`src/rtl/clk_enable_generate_multi.sv`:
```
// ----------------------------------------------------------------------------
// clk_enable_generate_multi
//
// Multi-channel, runtime-programmable clock-enable generator. Each channel
// counts ticks modulo its effective divide ratio D and emits a registered
// one-cycle strobe on the wrapping tick. A channel ticks on every clock while
// enable is high, or, when its CASCADE bit is set, on the terminal condition
// of the channel below it, so cascaded decimation stages stay phase-locked.
//
// New divide/phase values are captured into per-channel shadow registers by
// load and applied glitch-free at the channel's next wrap. sync restarts all
// channels at their (clamped) phase and applies any pending shadow at once.
//
// Ports
//   clk            in   system clock, rising edge
//   rstn           in   asynchronous active-low reset
//   enable         in   global run; low freezes all counters
//   load           in   capture div_in/phase_in into the shadow registers
//   sync           in   restart all channels at their phase
//   div_in         in   per-channel divide ratio, ch k at [k*CNT_W +: CNT_W]
//   phase_in       in   per-channel start phase, same packing
//   clk_enable     out  per-channel registered strobe, one cycle wide
//   update_pending out  shadow captured but not yet applied
// ----------------------------------------------------------------------------
module clk_enable_generate_multi #(
    parameter int unsigned     N_CH        = 4,
    parameter int unsigned     CNT_W       = 16,
    parameter int unsigned     DEFAULT_DIV = 100,
    parameter logic [N_CH-1:0] CASCADE     = '0
) (
    input  logic                  clk,
    input  logic                  rstn,
    input  logic                  enable,
    input  logic                  load,
    input  logic                  sync,
    input  logic [N_CH*CNT_W-1:0] div_in,
    input  logic [N_CH*CNT_W-1:0] phase_in,
    output logic [N_CH-1:0]       clk_enable,
    output logic [N_CH-1:0]       update_pending
);

    localparam logic [CNT_W-1:0] ONE     = CNT_W'(1);
    localparam logic [CNT_W-1:0] DIV_RST = CNT_W'(DEFAULT_DIV);

    // D of 0 or 1 both mean "strobe on every tick".
    function automatic logic [CNT_W-1:0] eff_div(input logic [CNT_W-1:0] d);
        return (d <= ONE) ? ONE : d;
    endfunction

    // Phase is a start count, so it must lie inside [0, D-1].
    function automatic logic [CNT_W-1:0] clamp_phase(input logic [CNT_W-1:0] p,
                                                     input logic [CNT_W-1:0] d_eff);
        return (p >= d_eff) ? (d_eff - ONE) : p;
    endfunction

    // ------------------------------------------------------------------------
    // State
    // ------------------------------------------------------------------------
    logic [CNT_W-1:0] cnt_q       [N_CH];
    logic [CNT_W-1:0] cnt_d       [N_CH];
    logic [CNT_W-1:0] div_q       [N_CH];
    logic [CNT_W-1:0] div_d       [N_CH];
    logic [CNT_W-1:0] phase_q     [N_CH];
    logic [CNT_W-1:0] phase_d     [N_CH];
    logic [CNT_W-1:0] shd_div_q   [N_CH];
    logic [CNT_W-1:0] shd_div_d   [N_CH];
    logic [CNT_W-1:0] shd_phase_q [N_CH];
    logic [CNT_W-1:0] shd_phase_d [N_CH];
    logic [N_CH-1:0]  pend_q;
    logic [N_CH-1:0]  pend_d;
    logic [N_CH-1:0]  stb_q;
    logic [N_CH-1:0]  stb_d;

    logic [N_CH-1:0]  tick;
    logic [N_CH-1:0]  term;

    // ------------------------------------------------------------------------
    // Tick and terminal chain. The terminal of channel k-1 is taken before the
    // output register, so a cascaded strobe lands on the same cycle as its
    // parent's strobe. A running variable carries the chain to keep the
    // evaluation strictly ordered from channel 0 upward.
    // ------------------------------------------------------------------------
    always_comb begin
        logic parent_term;
        logic tick_k;
        logic term_k;
        parent_term = 1'b0;
        tick        = '0;
        term        = '0;
        for (int k = 0; k < int'(N_CH); k++) begin
            tick_k      = (k != 0 && CASCADE[k]) ? parent_term : enable;
            term_k      = tick_k && (cnt_q[k] == (eff_div(div_q[k]) - ONE));
            tick[k]     = tick_k;
            term[k]     = term_k;
            parent_term = term_k;
        end
    end

    // ------------------------------------------------------------------------
    // Next-state
    // ------------------------------------------------------------------------
    always_comb begin
        logic [CNT_W-1:0] in_div;
        logic [CNT_W-1:0] in_phase;
        logic [CNT_W-1:0] new_div;
        logic [CNT_W-1:0] new_phase;
        for (int k = 0; k < int'(N_CH); k++) begin
            cnt_d[k]       = cnt_q[k];
            div_d[k]       = div_q[k];
            phase_d[k]     = phase_q[k];
            shd_div_d[k]   = shd_div_q[k];
            shd_phase_d[k] = shd_phase_q[k];
        end
        pend_d    = pend_q;
        stb_d     = '0;
        in_div    = '0;
        in_phase  = '0;
        new_div   = '0;
        new_phase = '0;

        for (int k = 0; k < int'(N_CH); k++) begin
            in_div   = div_in[k*CNT_W +: CNT_W];
            in_phase = phase_in[k*CNT_W +: CNT_W];

            if (sync) begin
                // Realign: freshest value wins (load in the same cycle beats
                // a pending shadow, which beats the active value).
                if (load) begin
                    new_div   = in_div;
                    new_phase = in_phase;
                end else if (pend_q[k]) begin
                    new_div   = shd_div_q[k];
                    new_phase = shd_phase_q[k];
                end else begin
                    new_div   = div_q[k];
                    new_phase = phase_q[k];
                end
                div_d[k]       = new_div;
                phase_d[k]     = new_phase;
                shd_div_d[k]   = new_div;
                shd_phase_d[k] = new_phase;
                pend_d[k]      = 1'b0;
                cnt_d[k]       = clamp_phase(new_phase, eff_div(new_div));
            end else begin
                if (tick[k]) begin
                    if (term[k]) begin
                        cnt_d[k] = '0;
                        stb_d[k] = 1'b1;
                        // Wrap applies the shadow as it stood before this edge;
                        // a load on the same edge lands in the shadow below and
                        // waits for the next wrap.
                        if (pend_q[k]) begin
                            div_d[k]   = shd_div_q[k];
                            phase_d[k] = shd_phase_q[k];
                            pend_d[k]  = 1'b0;
                        end
                    end else begin
                        cnt_d[k] = cnt_q[k] + ONE;
                    end
                end
                if (load) begin
                    shd_div_d[k]   = in_div;
                    shd_phase_d[k] = in_phase;
                    pend_d[k]      = 1'b1;
                end
            end
        end
    end

    // ------------------------------------------------------------------------
    // Registers
    // ------------------------------------------------------------------------
    always_ff @(posedge clk or negedge rstn) begin
        if (!rstn) begin
            for (int k = 0; k < int'(N_CH); k++) begin
                cnt_q[k]       <= '0;
                div_q[k]       <= DIV_RST;
                phase_q[k]     <= '0;
                shd_div_q[k]   <= DIV_RST;
                shd_phase_q[k] <= '0;
            end
            pend_q <= '0;
            stb_q  <= '0;
        end else begin
            for (int k = 0; k < int'(N_CH); k++) begin
                cnt_q[k]       <= cnt_d[k];
                div_q[k]       <= div_d[k];
                phase_q[k]     <= phase_d[k];
                shd_div_q[k]   <= shd_div_d[k];
                shd_phase_q[k] <= shd_phase_d[k];
            end
            pend_q <= pend_d;
            stb_q  <= stb_d;
        end
    end

    assign clk_enable     = stb_q;
    assign update_pending = pend_q;

endmodule

```
`config.mk`:
```
export PLATFORM = sky130hd
export DESIGN_NAME = clk_enable_generate_multi
export DESIGN_NICKNAME = d
export VERILOG_FILES = /design/src/rtl/clk_enable_generate_multi.sv
export SDC_FILE = /design/constraint.sdc
export NUM_CORES = 1
export LEC_CHECK = 0
export BUFFER_PORTS_ARGS = -buffer_cell sky130_fd_sc_hd__buf_2
export CAP_MARGIN = 20
export CORE_ASPECT_RATIO = 1.4
export CORE_MARGIN = 1.5
export CORE_UTILIZATION = 60
export DETAILED_ROUTE_END_ITERATION = 7
export PLACE_DENSITY = 0.79
export SLEW_MARGIN = 20
export SYNTH_ARGS = -nofsm -noshare
export SYNTH_HDL_FRONTEND = slang
export SYNTH_SLANG_ARGS = --single-unit
```
`constraint.sdc`:
```
create_clock -name clk -period 6.6 [get_ports clk]
set_input_delay 1.32 -clock clk [delete_from_list [all_inputs] [get_ports clk]]
set_output_delay 1.32 -clock clk [all_outputs]
set_load 0.05 [all_outputs]
```
Word-level counts from Yosys, hierarchy flattened --
Index checks and enable logic that the tools add are counted.
Storage, ports and cells: output and inout bits 8, input port bits 133, register bits 328
Cells by class: order comparisons 12, multiplexer cells 116, add/subtract/negate cells 12, reductions and logical operators 23, eq/ne operators 4
Operators with widths (number):
- 16-bit 2-to-1 mux | 88
- 16-bit by 1-bit less-or-equal comparator with 1-bit output (second input constant) | 8
- 16-bit by 1-bit subtractor with 16-bit output (second input constant) | 8
- 16-bit by 1-bit adder with 16-bit output (second input constant) | 4
- 16-bit == test | 4
- 16-bit >= comparator | 4
- 1-bit 2-to-1 mux | 28
- 2-bit AND reduction | 8
- 3-bit nonzero test | 5
- 2-bit nonzero test | 6
- 1-bit logical AND | 4

Logic depth before layout (Yosys ltp) --
Gate-level depths: netlist of run 1.
depth in word-level cells 9, depth in mapped cells 20, gate-level depth less buffers 15

Worst setup path after synthesis of run 1 --
Ideal clock, no wire load.
path type in2reg, start point input load, end point register cnt_q[5] in the netlist's numbering, cell stages on the path 18, library setup time 0.140 ns, arrival time 5.480 ns, data required time 6.460 ns, buffers on the path 4, setup slack 0.980 ns, path through buf_2 -> inv_2 -> buf_2 -> buf_2 -> mux2i_1 -> nand2_1 -> or2_2 -> o41ai_1 -> ha_1 -> nand2b_1 -> a211o_1 -> o211ai_1 -> a21oi_1 -> o41ai_1 -> clkbuf_1 -> nor2_1 -> a221oi_1 -> a22oi_1
Between the ends: word-level cells in the longest chain between the ends 7
RTL lines:
- start, declared | line 34 | input logic load,
- 16-bit 2-to-1 mux | line 128 | if (load) begin
- 16-bit 2-to-1 mux | line 125 | if (sync) begin
- 16-bit by 1-bit less-or-equal comparator with 1-bit output | line 47 | return (d <= ONE) ? ONE : d;
- 16-bit 2-to-1 mux | line 47
- 16-bit by 1-bit subtractor with 16-bit output or 16-bit >= comparator (tied branches) | line 53 | return (p >= d_eff) ? (d_eff - ONE) : p;
- 16-bit 2-to-1 mux (*) | line 53
- 16-bit 2-to-1 mux (*) | line 125
- end signal, assigned by index | line 186 | cnt_q[k] <= cnt_d[k];
- end, declared | line 59 | logic [CNT_W-1:0] cnt_q [N_CH];
Mark *: on every way between the ends. The rest lies on a longest branch, timed or not. The select of a mux whose other input is x is not followed. A chain may end at the register's enable or synchronous reset.

Worst setup path after layout of run 1 --
start point input load, end point register cnt_q[54] in the netlist's numbering
Same word-level chain as after synthesis.

==> impl_metrics.yaml, run 1 <==
outcome:
  status: "completed"
cells_and_area:
  antennaDiodeCount: 0
  final_common_cell: "mux2i_1"
  instances_no_fill: 3222
  nNetsFinal: 2884
  area_growth_pct: 10.4
  layout_common_cells: "mux2i_1, nand2_1, dfrtp_1"
  fillers: 3048
  drive_above_1_share_pct: 15.3
  utilization_pct: 67.0
grt:
  grt_pass1_vias: 20800
  track_usage_pct: 33.7
  grt_max_degree: 142
  grt_antenna_before_repair: 1
  grt-ovfl-total: 0
  grt_pass1_wl_microns: 109000
worst_setup_path:
  r2r_end: "cnt_q[54]"
  end_kind: "flip-flop"
  cp.buffers_inverters: 4
  critPathTopFamily: "compound AO/OA/AOI/OAI gates"
  cpMaxStageDelayCell: "inv_2"
  max_stage_delay_ns: 0.53
  path_max_fanout: 27
  path_class: "input port to flip-flop"
  worstPathRequired_ns: 6.99
  cp-endpoint: "cnt_q[54]"
  crit_path_start: "load"
  reg2reg_depth: 14
  crit_cells: 16
  worst-r2r-setup-slack_ns: 1.55
  crit_path_start_kind: "input port"
  path_cells: "buf_6, inv_2, buf_4, buf_4, mux2i_1, nand3_1, o21ai_0, ha_1, nor2b_1, o21ai_0, a211oi_1, o311a_1, or2_2, mux2_2, a32oi_1, o211ai_1"
  cp.arrival_ns: 5.84
  rr_startpoint: "update_pending[0]"
power_and_ir_drop:
  vdd_drop_max_mv: 0.230
  p_per_area_mw_per_mm2: 286
  p_leak_nw: 11.6
cts:
  cts_resized: 0
  htree_levels: 2
  clk_latency_ns: 0.54
  cts_tree: "done"
  cts_sinks: 328
  cts_made_buffers: 36
  max-clock-path-buffers: 3
  post-cts-setup-buffers: 0
  root_buffer: "clkbuf_16"
  path_clk_slew_ns: 0.06
  ctsHoldBuffers: 0
route:
  drt_iter0_markers: 1828
  wl_per_cell_microns: 20.8
  vias_per_cell: 6.44
  vias: 20700
  firstDrtPassIters: 7
  wl_microns: 66900
  drt.antenna.violating_nets: 0
  drc: 0
worst_hold_path:
  hold_class: "flip-flop to flip-flop"
  hold-path-cell-count: 2
logic_synthesis:
  yosys_warnings: 0
  synthCells: 2596
  synth_top_area_share_pct: 32.6
  yosys.cell_types.count: 90
  synthArstFlopShare_pct: 100
  ys_seq_area_share_pct: 35.3
  postSynthAreaPerCell_sq_um: 8.98
  syn_nets: 2805
  synth_area_leaders: "dfrtp_1, mux2i_1, o21ai_0"
  synth_edf_count: 0
  yosys.area.top_type: "dfrtp_1"
  synth-main-ff-cell: "dfrtp_1"
  ys_ff_latch: 328
  syn_area_sq_mm: 0.0233
timing:
  period_needed_ns: 5.44
  fin_crit_sh_pct: 82.5
  clock.fmax_mhz: 184
  hold-worst-slack_ns: 0.490
  hold_viol_final: 0
  drv_slew: 0
  finClkSkew_ns: 0.0205
  setup_viol: 0
  setup_tns_ns: 0
  slew_headroom_pct: 23.5
  grt_setup_unrepaired: "no"
  tightest_slew_ns: 1.15
die:
  num_rows: 85
  die_height_microns: 236
  start_util_pct: 60.7
  pin_count: 141
  dieWidth_microns: 170
  die-area_sq_mm: 0.0401
  coreArea_sq_mm: 0.0384
placement:
  hpwlAfterDp_microns: 47100
  io_buffers: 140
  place_congestion: 0.959
  dp_cells: 3159
run:
  drv_cap: 0
-- cell type report --
type                            instances  area [sq um]  share of cell area, %
Multi-Input combinational cell       2026         14100                   54.8
Sequential cell                       328          8240                   32.0
Timing Repair Buffer                  214          1320                   5.12
Clock buffer                           57          1020                   3.97
Tap cell                              522           653                   2.54
Inverter                               69           262                   1.02
Clock inverter                          6           134                  0.520
-- cell usage after synthesis, types with 22 or more instances --
cell type and number:
and3_1 26, dfstp_2 24, nand3_1 76, mux2i_1 339, nor3_1 47, clkbuf_1 128
o21ai_0 263, mux2_2 90, xor2_1 42, and2_1 31, nor4_1 22, nand4_1 45
nor2_1 96, a21oi_1 111, inv_1 66, nand2_1 321, xnor2_1 69, ha_1 76
dfrtp_1 304
-- registers in the layout, indices dropped and copies added, names as in the netlist --
name,cells
div_q,64
shd_phase_q,64
phase_q,64
update_pending,4
cnt_q,64
shd_div_q,64
clk_enable,4
-- worst register-to-register path, stage by stage (launching register included) --
cell      delay [ns]
dfrtp_2         0.87
mux2i_1         0.28
o21ai_0         0.17
nor4_1          0.70
nand4_1         0.29
o21ai_0         0.34
ha_1            0.29
nor2b_1         0.13
o21ai_0         0.11
a211oi_1        0.38
o311a_1         0.25
or2_2           0.45
mux2_2          0.40
a32oi_1         0.15
o211ai_1        0.11
-- per-layer routing --
layer	global-route usage, %	wire [microns]	vias to the layer above
met5	0	14	-
met4	19.5	3850	2
met3	4.03	3480	217
met2	56.9	33000	788
met1	41.3	26600	10100
li1	-	-	9637
-- power breakdown --
part           total, mW  switching, mW  internal, mW
clock network       2.06          0.843          1.22
registers           2.90          0.506          2.39
logic               2.40           1.34          1.05
-- worst min-delay path by stage --
stage | start | end | slack [ns]
5_1_grt | shd_div_q[5] | shd_div_q[5] | 0.51
2_1_floorplan | shd_div_q[0] | shd_div_q[0] | 0.47
3_3_place_gp | shd_div_q[21] | shd_div_q[21] | 0.47
4_1_cts | shd_div_q[53] | shd_div_q[53] | 0.49
3_5_place_dp | shd_div_q[53] | shd_div_q[53] | 0.48
6_report | shd_div_q[53] | shd_div_q[53] | 0.49
-- per-stage QoR --
step	worst slack, ns	power (mW)	instance area [sq um]
global placement	0.975	5.14	24600
global route	1.02	7.77	25700
CTS	1.34	7.33	25700
detailed placement	0.823	5.26	24600
floorplan	0.980	4.52	23300
finish	1.16	7.36	25700
-- kinds of logic (layout without fill, tap and decap cells) --
family / after synthesis / after routing / share of synthesized area (%)
AO/OA/AOI/OAI: 611 / 611 / 16.0
XOR/XNOR: 111 / 111 / 4.17
adder cells (fa/ha/maj): 76 / 76 / 4.08
buffers and inverters: 242 / 346 / 4.27
flip-flops: 328 / 328 / 35.3
multiplexers: 429 / 429 / 18.9
AND/OR/NAND/NOR: 799 / 799 / 17.2
No activity file was read; power rests on OpenSTA's default activity.
==> run 2: changes to the inputs <==
Clock period 6.6 ns to 5.1 ns, I/O delays scaled along.
==> run 2 against run 1 <==
  * Sequential share of layout area fell by 0.85 points
  * Clock power increased by 35%
  * Non-clock buffer count is 66 higher
  * Largest power group unchanged
  * Global-route usage up 0.21 points
  * Critical path type is now flip-flop to flip-flop
  * Sequential power up 28%
  * Clock skew is 0.0050 ns lower
  * Count of clock-buffer cells in the layout grew 2
  * Highest routed layer unchanged
==> impl_metrics.yaml, run 2 (same netlist as run 1, synthesis figures left out) <==
cells_and_area:
  layout_common_cells: "mux2i_1, nand2_1, dfrtp_1"
  final_common_cell: "mux2i_1"
  area_growth_pct: 13.4
  nNetsFinal: 2951
  utilization_pct: 68.9
  antennaDiodeCount: 0
  drive_above_1_share_pct: 17.7
  instances_no_fill: 3293
  final_area_sq_mm: 0.0264
timing:
  period_needed_ns: 4.77
  clock.fmax_mhz: 210
  setup_viol: 0
  slew_headroom_pct: 27.1
  grt_setup_unrepaired: "no"
  tightest_slew_ns: 1.08
  fin_ws_ns: 0.331
  hold_viol_final: 0
  hold-worst-slack_ns: 0.492
  drv_slew: 0
  fin_crit_sh_pct: 93.5
  finClkSkew_ns: 0.0155
  setup_tns_ns: 0
power_and_ir_drop:
  vdd_drop_max_mv: 0.312
  total_power_mw: 9.79
  p_leak_nw: 12.1
  p_per_area_mw_per_mm2: 370
placement:
  io_buffers: 140
  place_congestion: 0.959
  place_area_sq_mm: 0.0252
  hpwlAfterDp_microns: 49300
  dp_cells: 3224
  dp_slack_ns: 0.268
cts:
  ctsHoldBuffers: 0
  cts_tree: "done"
  max-clock-path-buffers: 3
  path_clk_slew_ns: 0.07
  cts_resized: 0
  root_buffer: "clkbuf_16"
  clk_latency_ns: 0.54
  cts_made_buffers: 37
  post-cts-setup-buffers: 0
  cts_sinks: 328
  htree_levels: 2
grt:
  grt_pass1_wl_microns: 108000
  grt_antenna_before_repair: 2
  grt_pass1_vias: 20700
  track_usage_pct: 33.9
  grt_max_degree: 114
  grt-ovfl-total: 0
route:
  drt.antenna.violating_nets: 0
  wl_per_cell_microns: 20.6
  firstDrtPassIters: 7
  wl_microns: 68000
  vias_per_cell: 6.31
  vias: 20800
  drt_iter0_markers: 1654
  drc: 0
worst_setup_path:
  cpMaxStageDelayCell: "nor4b_1"
  cp_common_cell: "o21ai_0"
  worstPathRequired_ns: 5.48
  critPathTopFamily: "simple AND/OR/NAND/NOR gates"
  cp.buffers_inverters: 1
  end_kind: "flip-flop"
  path_class: "flip-flop to flip-flop"
  crit_path_start_kind: "flip-flop"
  path_max_fanout: 14
  max_stage_delay_ns: 0.88
  path_cells: "nor4_1, buf_4, a41oi_1, ha_1, nor4b_1, o21ai_0, a222oi_1, nand4_1, nor4bb_1, nand2_1, a32oi_1, o21ai_0"
  cp.arrival_ns: 5.15
die:
  num_rows: 85
  dieWidth_microns: 170
  coreArea_sq_mm: 0.0384
  die_height_microns: 236
  pin_count: 141
  start_util_pct: 60.7
  die-area_sq_mm: 0.0401
worst_hold_path:
  hold_class: "flip-flop to flip-flop"
run:
  drv_cap: 0
outcome:
  status: "completed"
[run 2: changes by cell type in the layout (fill, tap and decap cells not counted), moves of 2 or more]
cell	before	now
clkbuf_1	18	12
clkinv_2	1	3
buf_4	71	130
clkbuf_8	3	9
clkbuf_16	37	39
buf_12	3	10
[run 2: area by class of cell]
type,count,area (sq um)
flip-flops and latches,328,8240
repair buffers,280,1900
inverters,69,262
fillers,3005,12000
clock inverters,9,130
well taps,522,653
clock buffers,59,1130
multi-input cells,2026,14100
[run 2: final timing paths]
path	from	end	slack [ns]	depth (start not counted)
worst min register to register	shd_div_q[18]	shd_div_q[18]	0.49	2
min in group asynchronous	rstn	shd_div_q[40]	0.54	1
worst max register to register	div_q[38]	cnt_q[39]	0.33	12
worst min-delay path	shd_div_q[18]	shd_div_q[18]	0.49	2
max in group asynchronous	rstn	update_pending[0]	3.46	2
worst max-delay path	div_q[38]	cnt_q[39]	0.33	12
[run 2: layer usage]
layer | up-vias | track usage [%] | share of wire (%)
met5 | - | 0 | 0.032
met4 | 4 | 18.4 | 5.6
met3 | 205 | 3.93 | 5.2
met2 | 758 | 58.6 | 50
met1 | 10100 | 40.9 | 40
li1 | 9775 | - | -
[run 2: power breakdown]
group	internal [mW]	switching, mW
registers	3.10	0.625
clock network	1.68	1.12
logic	1.45	1.82
[run 2: worst register-to-register path: cells and delay by family, from the launching register on]
family | cells | cell delay [ns]
flip-flops | 1 | 0.63
buffers and inverters | 1 | 0.16
AO/OA/AOI/OAI | 5 | 1.46
adder cells (fa/ha/maj) | 1 | 0.25
AND/OR/NAND/NOR | 5 | 2.10
